## src/rtl/mips_muldiv.sv

```systemverilog
// mips_muldiv: iterative multiply/divide unit that holds the MIPS HI/LO registers.
// MULT, MULTU, DIV and DIVU each take 33 cycles from the start edge to the result:
// 32 single-bit iterations, then one fix-up/write-back cycle.
//
// Ports:
//   clk    - rising-edge clock
//   reset  - synchronous, active-high; returns to IDLE with HI/LO cleared
//   start  - begin operation `op` on a/b (accepted only in IDLE)
//   op     - 00 MULTU, 01 MULT, 10 DIVU, 11 DIV
//   a, b   - rs / rt operands
//   mthi   - write wdata to HI (idle only)
//   mtlo   - write wdata to LO (idle only)
//   wdata  - data for MTHI/MTLO
//   busy   - operation in progress (registered)
//   done   - one-cycle pulse when new HI/LO first become visible (registered)
//   hi, lo - architectural HI/LO registers
module mips_muldiv (
    input  logic        clk,
    input  logic        reset,
    input  logic        start,
    input  logic [1:0]  op,
    input  logic [31:0] a,
    input  logic [31:0] b,
    input  logic        mthi,
    input  logic        mtlo,
    input  logic [31:0] wdata,
    output logic        busy,
    output logic        done,
    output logic [31:0] hi,
    output logic [31:0] lo
);

    typedef enum logic [1:0] {
        IDLE = 2'd0,
        RUN  = 2'd1,
        FIX  = 2'd2
    } state_t;

    state_t      state_reg, state_next;
    logic [1:0]  op_reg, op_next;
    logic [31:0] mag_a_reg, mag_a_next;   // multiplicand / dividend bits still to consume
    logic [31:0] mag_b_reg, mag_b_next;   // multiplier bits still to consume / divisor
    logic        sign_reg, sign_next;     // sign of product or quotient
    logic        dsign_reg, dsign_next;   // dividend negative (signed divide only)
    logic        bzero_reg, bzero_next;
    logic [31:0] raw_a_reg, raw_a_next;   // unmodified dividend, returned in HI on divide by zero
    logic [63:0] acc_reg, acc_next;       // product, or {remainder, quotient}
    logic [4:0]  cnt_reg, cnt_next;
    logic [31:0] hi_reg, hi_next;
    logic [31:0] lo_reg, lo_next;
    logic        busy_reg, busy_next;
    logic        done_reg, done_next;

    // Operand preparation for a new operation.
    logic        op_signed;
    logic [31:0] abs_a;
    logic [31:0] abs_b;

    // Iteration datapath.
    logic [32:0] mul_sum;
    logic [32:0] div_shift;
    logic [32:0] div_diff;
    logic [31:0] div_rem;
    logic        div_qbit;

    // Fix-up datapath.
    logic [63:0] prod_fix;
    logic [31:0] quot_fix;
    logic [31:0] rem_fix;

    always_comb begin
        op_signed = op[0];
        abs_a     = (op_signed && a[31]) ? (~a + 32'd1) : a;
        abs_b     = (op_signed && b[31]) ? (~b + 32'd1) : b;
    end

    // Right-shifting shift-add multiply: the partial product is added to the upper
    // half, then the whole 64-bit accumulator shifts right by one. After 32 steps
    // the accumulator holds the full unsigned product.
    always_comb begin
        mul_sum = {1'b0, acc_reg[63:32]} + (mag_b_reg[0] ? {1'b0, mag_a_reg} : 33'd0);
    end

    // Restoring divide: bring the next dividend bit (MSB of mag_a_reg) into the
    // remainder and trial-subtract the divisor. The quotient fills acc[31:0] from
    // the right. The remainder is always below the divisor, so 32 bits suffice.
    always_comb begin
        div_shift = {acc_reg[63:32], mag_a_reg[31]};
        div_diff  = div_shift - {1'b0, mag_b_reg};
        div_qbit  = ~div_diff[32];
        div_rem   = div_qbit ? div_diff[31:0] : div_shift[31:0];
    end

    always_comb begin
        prod_fix = sign_reg  ? (~acc_reg + 64'd1)               : acc_reg;
        quot_fix = sign_reg  ? (~acc_reg[31:0] + 32'd1)         : acc_reg[31:0];
        rem_fix  = dsign_reg ? (~acc_reg[63:32] + 32'd1)        : acc_reg[63:32];
    end

    always_comb begin
        state_next = state_reg;
        op_next    = op_reg;
        mag_a_next = mag_a_reg;
        mag_b_next = mag_b_reg;
        sign_next  = sign_reg;
        dsign_next = dsign_reg;
        bzero_next = bzero_reg;
        raw_a_next = raw_a_reg;
        acc_next   = acc_reg;
        cnt_next   = cnt_reg;
        hi_next    = hi_reg;
        lo_next    = lo_reg;

        case (state_reg)
            IDLE: begin
                if (start) begin
                    op_next    = op;
                    mag_a_next = abs_a;
                    mag_b_next = abs_b;
                    sign_next  = op_signed & (a[31] ^ b[31]);
                    // Remainder follows the dividend sign only for signed divide.
                    dsign_next = op_signed & a[31];
                    bzero_next = (b == 32'd0);
                    raw_a_next = a;
                    acc_next   = 64'd0;
                    cnt_next   = 5'd0;
                    state_next = RUN;
                end else begin
                    if (mthi) hi_next = wdata;
                    if (mtlo) lo_next = wdata;
                end
            end

            RUN: begin
                if (op_reg[1]) begin
                    acc_next   = {div_rem, acc_reg[30:0], div_qbit};
                    mag_a_next = {mag_a_reg[30:0], 1'b0};
                end else begin
                    acc_next   = {mul_sum, acc_reg[31:1]};
                    mag_b_next = {1'b0, mag_b_reg[31:1]};
                end
                cnt_next = cnt_reg + 5'd1;
                if (cnt_reg == 5'd31) state_next = FIX;
            end

            FIX: begin
                if (!op_reg[1]) begin
                    hi_next = prod_fix[63:32];
                    lo_next = prod_fix[31:0];
                end else if (bzero_reg) begin
                    hi_next = raw_a_reg;
                    lo_next = 32'hFFFF_FFFF;
                end else begin
                    // 0x8000_0000 / -1 falls out naturally: magnitude quotient
                    // 0x8000_0000 with a positive result sign.
                    hi_next = rem_fix;
                    lo_next = quot_fix;
                end
                state_next = IDLE;
            end

            default: state_next = IDLE;
        endcase

        busy_next = (state_next != IDLE);
        done_next = (state_reg == FIX);
    end

    always_ff @(posedge clk) begin
        if (reset) begin
            state_reg <= IDLE;
            op_reg    <= 2'd0;
            mag_a_reg <= 32'd0;
            mag_b_reg <= 32'd0;
            sign_reg  <= 1'b0;
            dsign_reg <= 1'b0;
            bzero_reg <= 1'b0;
            raw_a_reg <= 32'd0;
            acc_reg   <= 64'd0;
            cnt_reg   <= 5'd0;
            hi_reg    <= 32'd0;
            lo_reg    <= 32'd0;
            busy_reg  <= 1'b0;
            done_reg  <= 1'b0;
        end else begin
            state_reg <= state_next;
            op_reg    <= op_next;
            mag_a_reg <= mag_a_next;
            mag_b_reg <= mag_b_next;
            sign_reg  <= sign_next;
            dsign_reg <= dsign_next;
            bzero_reg <= bzero_next;
            raw_a_reg <= raw_a_next;
            acc_reg   <= acc_next;
            cnt_reg   <= cnt_next;
            hi_reg    <= hi_next;
            lo_reg    <= lo_next;
            busy_reg  <= busy_next;
            done_reg  <= done_next;
        end
    end

    assign busy = busy_reg;
    assign done = done_reg;
    assign hi   = hi_reg;
    assign lo   = lo_reg;

endmodule

```

## config.mk

```make
export PLATFORM = sky130hd
export DESIGN_NAME = mips_muldiv
export DESIGN_NICKNAME = d
export VERILOG_FILES = /design/src/rtl/mips_muldiv.sv
export SDC_FILE = /design/constraint.sdc
export NUM_CORES = 1
export LEC_CHECK = 0
export CAP_MARGIN = 10
export CORE_MARGIN = 5
export CORE_UTILIZATION = 45
export DETAILED_ROUTE_END_ITERATION = 10
export PLACE_DENSITY = 0.69
export SLEW_MARGIN = 20
export SYNTH_ARGS = -nofsm -noshare
export SYNTH_HDL_FRONTEND = slang
export SYNTH_SLANG_ARGS = --single-unit
```

## constraint.sdc

```tcl
create_clock -name clk -period 3.5 [get_ports clk]
set_input_delay 1.05 -clock clk [delete_from_list [all_inputs] [get_ports clk]]
set_output_delay 1.05 -clock clk [all_outputs]
set_load 0.03 [all_outputs]
```

==> impl_results.md <==
- Status: complete, no violations
- Worst setup margin: between 0.1 and 0.15 ns
- Antenna Nets Post-Route: 0
- Yosys reg bits: about 240
- CP cell instances: buf_12 > and2_1 > ha_1 > inv_1 > fa_1 > nor2b_1 > o31a_1 > o211ai_1 > a21boi_1 > a21oi_1 > o21ai_0 > a2111oi_1 > nor4_1 > o31a_1
- Critical Path RT: between 3 and 4 ns
- Clk slew on worst S/H paths: 0.07 ns
- Largest area contributor in the netlist: dfxtp_1
- Initial antenna violation count: 3
- Worst hold path class: register to register
- Critical Path Fanout Max: 25
- Pre-antenna DRT Iters: 6
- Post-Syn Area: 0.0176 sq mm
- Rows: 72
- Port buffer count: 168
- GR Overflow Total: 0
- Tot GR Track Use: 0.315
- Share of layout cells above drive strength 1: 0.110
- Remaining DRCs: 0
- Yosys warnings: 0
- Initial Util: 0.454
- First-pass GRT wire length: 109 mm
- Avg Cell Area, Syn: 7.28 sq um
- Post-synth EDFFs: 0
- CP delay by family, top: compound AO/OA/AOI/OAI gates
- Min-delay src: lo[16]$_SDFFE_PP0P_
- Routed vias/inst: just over 6
- Die width: 208 um
- Mapped Cells: roughly 2,400
- Main synth FF type: dfxtp_1
- Top cells by area, synth: dfxtp_1 (27%), a21oi_1 (8.6%), nor2_1 (6.5%), nand2_1 (5.2%), xnor2_1 (5.1%)
- Hold Vio Cnt, Final: 0
- DRT iter0 DRCs: 2,366
- Cell depth of the worst hold path: 2
- Max-slew violations: 0
- Vias in the first global route: between 15,000 and 20,000
- CP bufs+invs: 2
- Setup Viol. Count Final: 0
- Drt wl/cell: 22.5 um
- Fill cells: roughly 3,600
- Worst Tran Pin Value: between 0.8 and 0.9 ns
- Clock Sinks: roughly 240
- Root buf cell: clkbuf_16
- Max FFs per register: between 60 and 70
- R2r endpoint: acc_reg[63]$_SDFFE_PP0P_
- Min cycle time layout: approximately 3.4 ns
- Peak VDD IR: roughly 440 uV
- Routed wire length: a little over 70 mm
- Fin Clk Skew: a little over 0.03 ns
- Hold worst-path end: lo[16]$_SDFFE_PP0P_
- Seq/Total Area, Yosys: 0.270
- Worst R2R Path Depth: 14
- Final period utilization: 0.971
- Hpwl dp: between 50 and 60 mm
- Unrepaired setup endpoints after global routing: false
- Mapped Nets: ~2,600
- CTS tree: built
- Reg2reg setup slack: ~0.1 ns
- Pre-CTS WS: -0.453 ns
- Final Util: 0.566
- Setup Total Neg Slack: 0 ns
- Clk Latency, worst-skew pair: approximately 0.59 ns
- Top-Level Pins: ~170
- Placed cells: between 3,000 and 4,000
- CP peak stage delay: 0.53 ns
- Fmax: roughly 300 MHz
- Critical Path Most Common Cell: o31a_1
- Hold Slack: ~0.46 ns
- Yosys top cell area share: 0.270
- Total die area: 0.0431 sq mm
- Lkg Pwr: 8.82 nW
- Startpoint types: register
- Largest net degree at the start of global routing: ~150
- H-tree level count: 1
- Post-synth ARST share: 0
- Synthesis-to-finish area growth: 24.6%
- Critical path capture point type: register
- Vias after detailed routing: 19,569
- Netlist cell types: between 70 and 80
- Pwr/cell area: 383 mW/mm^2
- Max Cap Violations: 0
- CORE AREA: 0.0386 sq mm
- Kind of critical path: register to register
- Max clock buf depth: 3
- Finished Layout Cells: 3,174
- FF-to-FF Start: mag_b_reg[0]$_SDFFE_PP0P_
- TritonCTS buffer count: 29
- Worst Path Arrival: ~3.9 ns
- Crit path max-delay cell type: a2111oi_1
- Final weighted congestion in routability-driven placement: a little under 1
- Slew headroom: 0.448
- Final nets: ~2,800
- Die H: between 200 and 250 um
final cells by class:
type | instances | area [sq um] | area share
inverters | 59 | 221 | 0.0101
diodes | 1 | 2.50 | 0.000114
clock inverters | 11 | 125 | 0.00572
flip-flops and latches | 237 | 4750 | 0.217
well taps | 518 | 648 | 0.0296
clock buffers | 43 | 900 | 0.0411
repair buffers | 365 | 3240 | 0.148
multi-input cells | 1940 | 12000 | 0.548
metal layers:
metal  part of all wire  wire length, um  up-vias  GRT usage
met1               0.45            32000     9287      0.464
met5            0.00038               27        -          0
met4              0.025             1820        4     0.0682
met3              0.098             6980      127     0.0626
met2               0.43            30700      966      0.477
li1                   -                -     9185          -
synthesized netlist by cell type (all sizes together), types with 36 or more instances:
| master | instances |
|---|---|
| nor3 | 55 |
| mux2i | 58 |
| dfxtp | 237 |
| nand3 | 39 |
| xnor2 | 103 |
| a21oi | 300 |
| inv | 59 |
| and2 | 40 |
| a21o | 40 |
| nor2 | 305 |
| xor2 | 66 |
| ha | 71 |
| a211oi | 69 |
| nand2 | 241 |
| o221ai | 36 |
| o21ai | 143 |
| clkbuf | 145 |
worst max-delay path by stage:
stage / cells after the start / endpoint / start
3_5_place_dp: 9 / mag_b_reg[25]$_SDFFE_PP0P_ / b[9]
5_1_grt: 12 / acc_reg[61]$_SDFFE_PP0P_ / mag_b_reg[9]$_SDFFE_PP0P_
6_report: 14 / acc_reg[63]$_SDFFE_PP0P_ / mag_b_reg[0]$_SDFFE_PP0P_
3_3_place_gp: 10 / mag_b_reg[27]$_SDFFE_PP0P_ / b[9]
4_1_cts: 14 / acc_reg[60]$_SDFFE_PP0P_ / mag_b_reg[0]$_SDFFE_PP0P_
2_1_floorplan: 8 / mag_b_reg[25]$_SDFFE_PP0P_ / b[9]
metrics by stage:
stage / power, mW / instance area, sq um
floorplan: 4.29 / 17600
global route: 8.71 / 21900
global placement: 5.12 / 20800
finish: 8.38 / 21900
detailed placement: 5.13 / 20800
CTS: 8.35 / 21800
where the power goes:
group | internal [mW] | total [mW] | leakage (nW) | switching (mW)
registers | 2.83 | 2.96 | 1.93 | 0.131
logic | 0.889 | 2.18 | 6.38 | 1.29
clock network | 1.93 | 3.24 | 0.503 | 1.31
total | 5.65 | 8.38 | 8.82 | 2.73
cells in the final DEF (no fill, tap or decap), types with 14 or more instances in the layout:
master and instances:
o221ai_1 36, or4_1 17, nand3_1 39, dfxtp_1 235, a22oi_1 16, nand4_1 20, a21o_1 40, nand2_1 241
xor2_1 66, buf_4 191, mux2i_1 58, a21oi_1 297, clkbuf_16 30, o211ai_1 34, nor4_1 19, nand2b_1 18
o21ai_0 139, a211oi_1 69, nor2_1 303, o31ai_1 29, ha_1 71, and3_1 15, and2_1 38, a31oi_1 14
inv_1 59, or3_1 26, clkdlybuf4s50_1 167, nor3_1 52, xnor2_1 103
worst register-to-register path: cells and delay by family (launching register included):
family	cells	cell delay, ns
buf+inv	2	0.22
simple gates	3	0.35
compound gates	7	2.05
flops	1	0.32
fa+ha+maj	2	0.37
what timing repair did:
item                                    in CTS  in global routing
pin swaps                                    0                  2
gates resized for setup                      2                 12
endpoints found under the setup margin       1                 19
buffers inserted                             0                  2
hold buffers                                 0                  0
gates cloned                                 0                  0
kinds of logic (layout without fill, tap and decap cells):
group	Yosys count	in the layout	synth area share
other cells	0	1	0
mux	60	60	0.0343
flops	237	237	0.270
compound gates	791	791	0.282
buf+inv	234	478	0.0521
xor+xnor	169	169	0.0843
fa+ha+maj	73	73	0.0529
simple gates	847	847	0.224
(Power assumes the default switching activity.)
